===== src/rtl/gtfmac_axil_cfg_initiator_if.sv =====
`default_nettype none
// ============================================================================
//  Module      : gtfmac_axil_cfg_initiator_if
//  Description : AXI4-Lite bus bundle between the GTFMAC config initiator
//                (master) and the S0 port of the GTFMAC AXI crossbar (slave).
//  Revision    : 1.0 - initial release
// ============================================================================
interface gtfmac_axil_cfg_initiator_if;
    logic [31:0] awaddr;
    logic        awvalid;
    logic        awready;
    logic [31:0] wdata;
    logic [3:0]  wstrb;
    logic        wvalid;
    logic        wready;
    logic [1:0]  bresp;
    logic        bvalid;
    logic        bready;
    logic [31:0] araddr;
    logic        arvalid;
    logic        arready;
    logic [31:0] rdata;
    logic [1:0]  rresp;
    logic        rvalid;
    logic        rready;

    modport master (
        output awaddr, awvalid, input awready,
        output wdata, wstrb, wvalid, input wready,
        input  bresp, bvalid, output bready,
        output araddr, arvalid, input arready,
        input  rdata, rresp, rvalid, output rready
    );

    modport slave (
        input  awaddr, awvalid, output awready,
        input  wdata, wstrb, wvalid, output wready,
        output bresp, bvalid, input bready,
        input  araddr, arvalid, output arready,
        output rdata, rresp, rvalid, input rready
    );
endinterface
`default_nettype wire


===== src/rtl/gtfmac_axil_cfg_initiator.sv =====
`default_nettype none
// ============================================================================
//  Module      : gtfmac_axil_cfg_initiator
//  Description : AXI4-Lite master. After reset it writes the five GTFMAC MAC
//                config words (CFG8..CFG12), then serves single host
//                read/write commands over a valid/ready cmd/rsp interface.
//                Every bus phase is bounded by a TIMEOUT-cycle watchdog.
//  Revision    : 1.0 - initial release
// ============================================================================
module gtfmac_axil_cfg_initiator #(
    parameter logic [31:0] BASE_ADDR  = 32'h0000_0000,
    parameter logic [31:0] INIT_CFG8  = 32'h0000_0000,
    parameter logic [31:0] INIT_CFG9  = 32'h0000_0002,
    parameter logic [31:0] INIT_CFG10 = 32'h0000_0000,
    parameter logic [31:0] INIT_CFG11 = 32'd64,
    parameter logic [31:0] INIT_CFG12 = 32'd9600,
    parameter int          TIMEOUT    = 1024
) (
    input  wire logic                   m_axi_aclk,
    input  wire logic                   m_axi_aresetn,
    gtfmac_axil_cfg_initiator_if.master m_axi,
    input  wire logic                   cmd_valid,
    output logic                        cmd_ready,
    input  wire logic                   cmd_write,
    input  wire logic [31:0]            cmd_addr,
    input  wire logic [31:0]            cmd_wdata,
    output logic                        rsp_valid,
    input  wire logic                   rsp_ready,
    output logic [31:0]                 rsp_rdata,
    output logic [1:0]                  rsp_resp,
    output logic                        init_done,
    output logic                        init_err,
    output logic                        timeout_err
);

    localparam logic [2:0] S_INIT_AW = 3'd0;
    localparam logic [2:0] S_INIT_B  = 3'd1;
    localparam logic [2:0] S_IDLE    = 3'd2;
    localparam logic [2:0] S_WR_AW   = 3'd3;
    localparam logic [2:0] S_WR_B    = 3'd4;
    localparam logic [2:0] S_RD_AR   = 3'd5;
    localparam logic [2:0] S_RD_R    = 3'd6;
    localparam logic [2:0] S_RSP     = 3'd7;

    localparam logic [15:0] c_tmo_last = 16'(TIMEOUT - 1);
    localparam logic [2:0]  c_last_idx = 3'd4;

    logic [2:0]  r_state;
    logic [2:0]  r_idx;
    logic [15:0] r_tcnt;
    logic [31:0] r_awaddr;
    logic        r_awvalid;
    logic [31:0] r_wdata;
    logic        r_wvalid;
    logic        r_aw_done;
    logic        r_w_done;
    logic        r_bready;
    logic [31:0] r_araddr;
    logic        r_arvalid;
    logic        r_rready;
    logic        r_cmd_ready;
    logic        r_rsp_valid;
    logic [31:0] r_rsp_rdata;
    logic [1:0]  r_rsp_resp;
    logic        r_init_done;
    logic        r_init_err;
    logic        r_timeout_err;

    logic        w_init;
    logic        w_counting;
    logic        w_timeout;
    logic        w_aw_ok;
    logic        w_w_ok;
    logic        w_init_step;
    logic [31:0] w_init_addr;
    logic [31:0] w_init_data;

    assign m_axi.awaddr  = r_awaddr;
    assign m_axi.awvalid = r_awvalid;
    assign m_axi.wdata   = r_wdata;
    assign m_axi.wstrb   = 4'hF;
    assign m_axi.wvalid  = r_wvalid;
    assign m_axi.bready  = r_bready;
    assign m_axi.araddr  = r_araddr;
    assign m_axi.arvalid = r_arvalid;
    assign m_axi.rready  = r_rready;

    assign cmd_ready   = r_cmd_ready;
    assign rsp_valid   = r_rsp_valid;
    assign rsp_rdata   = r_rsp_rdata;
    assign rsp_resp    = r_rsp_resp;
    assign init_done   = r_init_done;
    assign init_err    = r_init_err;
    assign timeout_err = r_timeout_err;

    assign w_init     = (r_state == S_INIT_AW) || (r_state == S_INIT_B);
    assign w_counting = (r_state == S_INIT_AW) || (r_state == S_INIT_B) ||
                        (r_state == S_WR_AW)   || (r_state == S_WR_B)   ||
                        (r_state == S_RD_AR)   || (r_state == S_RD_R);
    assign w_timeout  = w_counting && (r_tcnt == c_tmo_last);

    // A channel counts as accepted if it was accepted earlier or is accepted now
    assign w_aw_ok = r_aw_done | (r_awvalid & m_axi.awready);
    assign w_w_ok  = r_w_done  | (r_wvalid  & m_axi.wready);

    // Init word finished: either its B beat arrived or the watchdog fired
    assign w_init_step = w_init &&
                         (w_timeout || ((r_state == S_INIT_B) && r_bready && m_axi.bvalid));

    assign w_init_addr = BASE_ADDR + {27'd0, r_idx, 2'b00};

    // Init data word selected by the init index
    always_comb begin
        w_init_data = INIT_CFG8;
        case (r_idx)
            3'd1:    w_init_data = INIT_CFG9;
            3'd2:    w_init_data = INIT_CFG10;
            3'd3:    w_init_data = INIT_CFG11;
            3'd4:    w_init_data = INIT_CFG12;
            default: w_init_data = INIT_CFG8;
        endcase
    end

    // Control FSM, AXI channel registers, watchdog and host response
    always_ff @(posedge m_axi_aclk or negedge m_axi_aresetn) begin
        if (!m_axi_aresetn) begin
            r_state       <= S_INIT_AW;
            r_idx         <= 3'd0;
            r_tcnt        <= 16'd0;
            r_awaddr      <= 32'd0;
            r_awvalid     <= 1'b0;
            r_wdata       <= 32'd0;
            r_wvalid      <= 1'b0;
            r_aw_done     <= 1'b0;
            r_w_done      <= 1'b0;
            r_bready      <= 1'b0;
            r_araddr      <= 32'd0;
            r_arvalid     <= 1'b0;
            r_rready      <= 1'b0;
            r_cmd_ready   <= 1'b0;
            r_rsp_valid   <= 1'b0;
            r_rsp_rdata   <= 32'd0;
            r_rsp_resp    <= 2'b00;
            r_init_done   <= 1'b0;
            r_init_err    <= 1'b0;
            r_timeout_err <= 1'b0;
        end else begin
            r_tcnt <= w_counting ? (r_tcnt + 16'd1) : 16'd0;
            if (w_timeout) begin
                // Abandon the phase: drop every valid/ready and report SLVERR
                r_awvalid     <= 1'b0;
                r_wvalid      <= 1'b0;
                r_bready      <= 1'b0;
                r_arvalid     <= 1'b0;
                r_rready      <= 1'b0;
                r_aw_done     <= 1'b0;
                r_w_done      <= 1'b0;
                r_tcnt        <= 16'd0;
                r_timeout_err <= 1'b1;
                if (w_init) begin
                    r_init_err <= 1'b1;
                end else begin
                    r_rsp_valid <= 1'b1;
                    r_rsp_resp  <= 2'b10;
                    r_rsp_rdata <= 32'd0;
                    r_state     <= S_RSP;
                end
            end else begin
                case (r_state)
                    S_INIT_AW, S_WR_AW: begin
                        if (!r_awvalid && !r_wvalid && !r_aw_done && !r_w_done) begin
                            // First cycle in the phase: raise AW and W together
                            r_awvalid <= 1'b1;
                            r_wvalid  <= 1'b1;
                            if (w_init) begin
                                r_awaddr <= w_init_addr;
                                r_wdata  <= w_init_data;
                            end
                        end else begin
                            if (r_awvalid && m_axi.awready) begin
                                r_awvalid <= 1'b0;
                                r_aw_done <= 1'b1;
                            end
                            if (r_wvalid && m_axi.wready) begin
                                r_wvalid <= 1'b0;
                                r_w_done <= 1'b1;
                            end
                            if (w_aw_ok && w_w_ok) begin
                                r_aw_done <= 1'b0;
                                r_w_done  <= 1'b0;
                                r_bready  <= 1'b1;
                                r_tcnt    <= 16'd0;
                                r_state   <= w_init ? S_INIT_B : S_WR_B;
                            end
                        end
                    end
                    S_INIT_B, S_WR_B: begin
                        if (r_bready && m_axi.bvalid) begin
                            r_bready <= 1'b0;
                            r_tcnt   <= 16'd0;
                            if (w_init) begin
                                if (m_axi.bresp != 2'b00) begin
                                    r_init_err <= 1'b1;
                                end
                            end else begin
                                r_rsp_valid <= 1'b1;
                                r_rsp_resp  <= m_axi.bresp;
                                r_rsp_rdata <= 32'd0;
                                r_state     <= S_RSP;
                            end
                        end
                    end
                    S_RD_AR: begin
                        if (!r_arvalid) begin
                            r_arvalid <= 1'b1;
                        end else if (m_axi.arready) begin
                            r_arvalid <= 1'b0;
                            r_rready  <= 1'b1;
                            r_tcnt    <= 16'd0;
                            r_state   <= S_RD_R;
                        end
                    end
                    S_RD_R: begin
                        if (r_rready && m_axi.rvalid) begin
                            r_rready    <= 1'b0;
                            r_tcnt      <= 16'd0;
                            r_rsp_valid <= 1'b1;
                            r_rsp_rdata <= m_axi.rdata;
                            r_rsp_resp  <= m_axi.rresp;
                            r_state     <= S_RSP;
                        end
                    end
                    S_RSP: begin
                        if (rsp_ready) begin
                            r_rsp_valid <= 1'b0;
                            r_cmd_ready <= 1'b1;
                            r_state     <= S_IDLE;
                        end
                    end
                    S_IDLE: begin
                        if (cmd_valid && r_cmd_ready) begin
                            r_cmd_ready <= 1'b0;
                            if (cmd_write) begin
                                r_awaddr <= cmd_addr;
                                r_wdata  <= cmd_wdata;
                                r_state  <= S_WR_AW;
                            end else begin
                                r_araddr <= cmd_addr;
                                r_state  <= S_RD_AR;
                            end
                        end
                    end
                    default: r_state <= S_IDLE;
                endcase
            end
            // Advance the init sequence; errors never stop it
            if (w_init_step) begin
                r_tcnt <= 16'd0;
                if (r_idx == c_last_idx) begin
                    r_init_done <= 1'b1;
                    r_cmd_ready <= 1'b1;
                    r_state     <= S_IDLE;
                end else begin
                    r_idx   <= r_idx + 3'd1;
                    r_state <= S_INIT_AW;
                end
            end
        end
    end

endmodule
`default_nettype wire


===== src/flat_wrapper.sv =====
// flat-port wrapper written by rule: the top's interface ports become plain ports
module gtfmac_axil_cfg_initiator_flat 
#(
    parameter logic [31:0] BASE_ADDR  = 32'h0000_0000,
    parameter logic [31:0] INIT_CFG8  = 32'h0000_0000,
    parameter logic [31:0] INIT_CFG9  = 32'h0000_0002,
    parameter logic [31:0] INIT_CFG10 = 32'h0000_0000,
    parameter logic [31:0] INIT_CFG11 = 32'd64,
    parameter logic [31:0] INIT_CFG12 = 32'd9600,
    parameter int          TIMEOUT    = 1024
)
  (m_axi_aclk, m_axi_aresetn, cmd_valid, cmd_ready, cmd_write, cmd_addr, cmd_wdata, rsp_valid, rsp_ready, rsp_rdata, rsp_resp, init_done, init_err, timeout_err, m_axi_awaddr, m_axi_awvalid, m_axi_awready, m_axi_wdata, m_axi_wstrb, m_axi_wvalid, m_axi_wready, m_axi_bresp, m_axi_bvalid, m_axi_bready, m_axi_araddr, m_axi_arvalid, m_axi_arready, m_axi_rdata, m_axi_rresp, m_axi_rvalid, m_axi_rready);
  gtfmac_axil_cfg_initiator_if m_axi_i ();
  input  wire logic m_axi_aclk;
  input  wire logic m_axi_aresetn;
  input  wire logic cmd_valid;
  output logic cmd_ready;
  input  wire logic cmd_write;
  input  wire logic [31:0] cmd_addr;
  input  wire logic [31:0] cmd_wdata;
  output logic rsp_valid;
  input  wire logic rsp_ready;
  output logic [31:0] rsp_rdata;
  output logic [1:0] rsp_resp;
  output logic init_done;
  output logic init_err;
  output logic timeout_err;
  output wire logic [$bits(m_axi_i.awaddr)-1:0] m_axi_awaddr;
  output wire logic [$bits(m_axi_i.awvalid)-1:0] m_axi_awvalid;
  input wire logic [$bits(m_axi_i.awready)-1:0] m_axi_awready;
  output wire logic [$bits(m_axi_i.wdata)-1:0] m_axi_wdata;
  output wire logic [$bits(m_axi_i.wstrb)-1:0] m_axi_wstrb;
  output wire logic [$bits(m_axi_i.wvalid)-1:0] m_axi_wvalid;
  input wire logic [$bits(m_axi_i.wready)-1:0] m_axi_wready;
  input wire logic [$bits(m_axi_i.bresp)-1:0] m_axi_bresp;
  input wire logic [$bits(m_axi_i.bvalid)-1:0] m_axi_bvalid;
  output wire logic [$bits(m_axi_i.bready)-1:0] m_axi_bready;
  output wire logic [$bits(m_axi_i.araddr)-1:0] m_axi_araddr;
  output wire logic [$bits(m_axi_i.arvalid)-1:0] m_axi_arvalid;
  input wire logic [$bits(m_axi_i.arready)-1:0] m_axi_arready;
  input wire logic [$bits(m_axi_i.rdata)-1:0] m_axi_rdata;
  input wire logic [$bits(m_axi_i.rresp)-1:0] m_axi_rresp;
  input wire logic [$bits(m_axi_i.rvalid)-1:0] m_axi_rvalid;
  output wire logic [$bits(m_axi_i.rready)-1:0] m_axi_rready;
  assign m_axi_awaddr = m_axi_i.awaddr;
  assign m_axi_awvalid = m_axi_i.awvalid;
  assign m_axi_i.awready = m_axi_awready;
  assign m_axi_wdata = m_axi_i.wdata;
  assign m_axi_wstrb = m_axi_i.wstrb;
  assign m_axi_wvalid = m_axi_i.wvalid;
  assign m_axi_i.wready = m_axi_wready;
  assign m_axi_i.bresp = m_axi_bresp;
  assign m_axi_i.bvalid = m_axi_bvalid;
  assign m_axi_bready = m_axi_i.bready;
  assign m_axi_araddr = m_axi_i.araddr;
  assign m_axi_arvalid = m_axi_i.arvalid;
  assign m_axi_i.arready = m_axi_arready;
  assign m_axi_i.rdata = m_axi_rdata;
  assign m_axi_i.rresp = m_axi_rresp;
  assign m_axi_i.rvalid = m_axi_rvalid;
  assign m_axi_rready = m_axi_i.rready;
  gtfmac_axil_cfg_initiator #(.BASE_ADDR(BASE_ADDR), .INIT_CFG8(INIT_CFG8), .INIT_CFG9(INIT_CFG9), .INIT_CFG10(INIT_CFG10), .INIT_CFG11(INIT_CFG11), .INIT_CFG12(INIT_CFG12), .TIMEOUT(TIMEOUT)) u_core (.m_axi_aclk(m_axi_aclk), .m_axi_aresetn(m_axi_aresetn), .m_axi(m_axi_i), .cmd_valid(cmd_valid), .cmd_ready(cmd_ready), .cmd_write(cmd_write), .cmd_addr(cmd_addr), .cmd_wdata(cmd_wdata), .rsp_valid(rsp_valid), .rsp_ready(rsp_ready), .rsp_rdata(rsp_rdata), .rsp_resp(rsp_resp), .init_done(init_done), .init_err(init_err), .timeout_err(timeout_err));
endmodule

===== config.mk =====
export PLATFORM = sky130hd
export DESIGN_NAME = gtfmac_axil_cfg_initiator_flat
export DESIGN_NICKNAME = d
export VERILOG_FILES = /design/src/rtl/gtfmac_axil_cfg_initiator_if.sv /design/src/rtl/gtfmac_axil_cfg_initiator.sv /design/src/flat_wrapper.sv
export SDC_FILE = /design/constraint.sdc
export NUM_CORES = 1
export LEC_CHECK = 0
export ABC_AREA = 1
export ABC_CLOCK_PERIOD_IN_PS = 1600
export CORE_MARGIN = 1
export CORE_UTILIZATION = 37
export DETAILED_ROUTE_END_ITERATION = 16
export PLACE_DENSITY = 0.7
export SETUP_SLACK_MARGIN = 0.15
export SLEW_MARGIN = 15
export SYNTH_ARGS = -nofsm -noshare
export SYNTH_HDL_FRONTEND = slang
export SYNTH_SLANG_ARGS = --single-unit

===== constraint.sdc =====
create_clock -name m_axi_aclk -period 1.6 [get_ports m_axi_aclk]
set_input_delay 0.32 -clock m_axi_aclk [delete_from_list [all_inputs] [get_ports m_axi_aclk]]
set_output_delay 0.32 -clock m_axi_aclk [all_outputs]
set_load 0.05 [all_outputs]

==> impl_results.md <==
* Status: complete, but fails checks
* Failing checks: negative setup slack
* Tmin final at 1.755 ns
* Vias post-DR at 6729
* Die ar. at 20530 sq um
* Setup TNS at -12.58 ns
* Share of layout cells above drive strength 1 at 0.3667
* CTS tree: built
* Fillers at 1634
* CP Cell Sequence: nor2_2 > nand2_1 > nor2_2 > buf_6 > nand3_4 > buf_12 > nand3_2 > nand2_2 > nor2_4 > nand2_1 > nand2_1
* Final WL at 21.95 mm
* Endpoint class of the critical path: flip-flop
* Cell Rows at 51
* Vias in the first global route at 6292
* # diodes at 0
* Tcrit/Tclk final at 1.097
* Post-Syn Area per Cell at 9.154 sq um
* Routed vias/inst at 4.725
* Overall die height at 143.3 um
* Gr ovfl total at 0
* Worst vdd ir at 1.340 mV
* Crit-path leading delay family: simple AND/OR/NAND/NOR gates
* Worst Setup Start Kind: flip-flop
* Max-Cap Viols at 0
* Post-synth ARST share at 1.000
* Library cells used by synthesis at 38
* Most frequent cells in the layout: 263 x nand2_1, 198 x buf_4, 157 x dfrtp_1, 108 x clkdlybuf4s50_1, 63 x o21ai_1
* Core Region at 19530 sq um
* Area taken by multi-input logic gates at 3202 sq um
* Top FF cell, synth: dfrtp_1
* Clk pin slew, worst setup/hold paths at 0.07 ns
* Critical Setup Path Class: reg -> reg
* Port Buffer Count at 249
* Residual DRC at 0
* Final setup violating endpoints at 153
* Worst path bufs/invs at 2
* Clk sink count at 164
* Area of the mapped netlist at 7387 sq um
* IO Pins at 254
* First-iteration detailed-routing DRC count at 244
* CP peak stage delay at 0.39 ns
* Final hold viol count at 0
* NumNets Final at 1261
* Cell at the slowest stage of the critical path: dfrtp_1
* Flop2flop setup slack at -0.16 ns
* Commonest non-fill, non-tap cell in the layout: nand2_1
* R2r startpoint: u_core.r_tcnt[11]
* RSZ-0062 raised after global routing: true
* CP required at 1.96 ns
* Clock tree root buffer cell: clkbuf_16
* Initial antenna violation count at 0
* Antenna Violating Nets Remaining at 0
* CTS H-Tree Depth at 4
* Syn. warnings at 0
* Pleak at 5.931 nW
* Die width at 143.3 um
* Clock Tree Buf Depth at 2
* Crit path DAT at 2.11 ns
* Setup WS post-layout at -0.1552 ns
* Pre-Repair DR Iteration Count at 4
* Worst clock skew at 0.01098 ns
* Initial Util at 0.3783
* Total GRT Usage at 0.1991
* Area Growth Syn to Fin at 61.50%
* Largest net degree at the start of global routing at 50
* Post-route cell area at 11930 sq um
* RePlAce Congestion at 0.7796
* F_max at 0.5697 GHz
* Seq/Total Area, Yosys at 0.5556
* Register-to-Register Path Depth at 11
* Worst R2R End: u_core.r_state[1]
* Register bit total from synthesis at 164
* Slew Viols, Final at 0
* Mapped Cells at 807
* First-pass GRT wire length at 31.60 mm
* CTS Buf Count at 17
* Critical path peak fanout at 8
* Post-synth EDFFs at 0
* Post-DP HPWL at 14.46 mm
* Most frequent CP cell: nand2_1
* Post-placement cell area at 10530 sq um
* FF/Latch Area at 4113 sq um
* Clk Latency, worst-skew pair at 0.42 ns
* Hold Crit Class: in -> async
* Avg WL per Cell at 15.42 um
* Pwr per Cell Area at 2228 nW/um^2
registers in the layout, indices dropped and copies added (netlist names), 2 cells and up:
name and cells:
u_core.r_idx 3, u_core.rsp_resp 2, u_core.m_axi.awaddr 32, u_core.m_axi.wdata 32
u_core.rsp_rdata 32, u_core.r_state 3, u_core.r_tcnt 16, u_core.m_axi.araddr 32
metrics by stage:
stage	util	hold WS (ns)	worst slack [ns]	std cells	power [mW]
floorplan	-	0.02441	0.03398	810	15.71
global placement	0.5393	0.2617	-0.2251	1359	20.27
detailed placement	0.5393	0.2600	-0.2647	1359	20.45
CTS	0.5854	0.3682	-0.1181	1408	25.29
global route	0.6110	0.3875	-0.2709	1424	27.99
finish	0.6110	0.3746	-0.1552	1424	26.58
where the power goes:
group,total [mW],switching (mW),internal [mW],leakage (nW)
registers,6.60,0.956,5.64,2.19
logic,16.0,10.1,5.91,3.47
clock network,3.95,1.89,2.07,0.277
total,26.6,13.0,13.6,5.93
worst max-delay path by stage:
stage | startpoint | depth (start not counted) | slack, ns | end
after global routing | u_core.r_tcnt[10] | 11 | -0.27 | u_core.r_state[2]
after floorplan | u_core.r_tcnt[0] | 9 | 0.03 | u_core.r_state[0]
after global placement | cmd_valid | 9 | -0.23 | u_core.m_axi.wdata[9]
after CTS | u_core.r_state[1] | 11 | -0.12 | u_core.m_axi.wdata[5]
final | u_core.r_tcnt[11] | 11 | -0.16 | u_core.r_state[1]
after detailed placement | cmd_valid | 9 | -0.26 | u_core.m_axi.wdata[5]
Yosys cell counts (all sizes together) (2+ instances only):
library cell,n,area (sq um)
buf,34,271.5
xor2,8,70.07
nor2,44,211.5
dfrtp,164,4104
nand2,306,1186
nor3,2,10.01
nor3b,2,15.01
inv,45,168.9
mux2,30,337.8
nand4,39,250.2
clkbuf,12,45.04
nand3,22,145.1
xnor2,2,17.52
o21ai,79,399.1
a21oi,5,25.02
ha,5,62.56
layout make-up:
type / instances / share of cell area
timing repair buffer: 362 / 0.2958
clock inverter: 15 / 0.01185
multi-input combinational: 556 / 0.2684
inverter: 45 / 0.01584
sequential: 164 / 0.3447
clock buffer: 17 / 0.03566
tap: 265 / 0.02779
logic make-up (layout without fill, tap and decap cells):
| family | Yosys count | count (layout) | share of synthesized area |
|---|---|---|---|
| and+or+nand+nor | 416 | 417 | 0.2471 |
| DFF | 164 | 164 | 0.5556 |
| buffers and inverters | 91 | 439 | 0.06572 |
| AOI/OAI and AO/OA | 89 | 89 | 0.06369 |
| muxes | 31 | 31 | 0.04709 |
| xor gates and xnor gates | 10 | 10 | 0.01186 |
| adders and majority gates | 5 | 5 | 0.008469 |
| other | 1 | 4 | 0.0005076 |
worst reg2reg max path: stages (launching register included):
cell and delay [ns]:
dfrtp_1 0.39, nor2_2 0.12, nand2_1 0.09, nor2_2 0.12, buf_6 0.13, nand3_4 0.20
buf_12 0.22, nand3_2 0.09, nand2_2 0.07, nor2_4 0.12, nand2_1 0.07, nand2_1 0.07
per-layer routing:
metal / GRT usage / vias to the layer above / part of all wire
li1: - / 3297 / -
met1: 0.2501 / 3246 / 0.42
met2: 0.3399 / 166 / 0.51
met3: 0.04732 / 20 / 0.054
met4: 0.05879 / 0 / 0.012
met5: 0 / - / 0
what timing repair did:
action	4_1_cts	5_1_grt
pin swaps	9	26
endpoints found under the setup margin	163	164
endpoints found under the hold margin	36	0
cloned	4	6
gates resized for setup	41	92
setup buffers	12	10
hold buffers	1	0
Note: power is estimated with default switching activity, not from simulation.
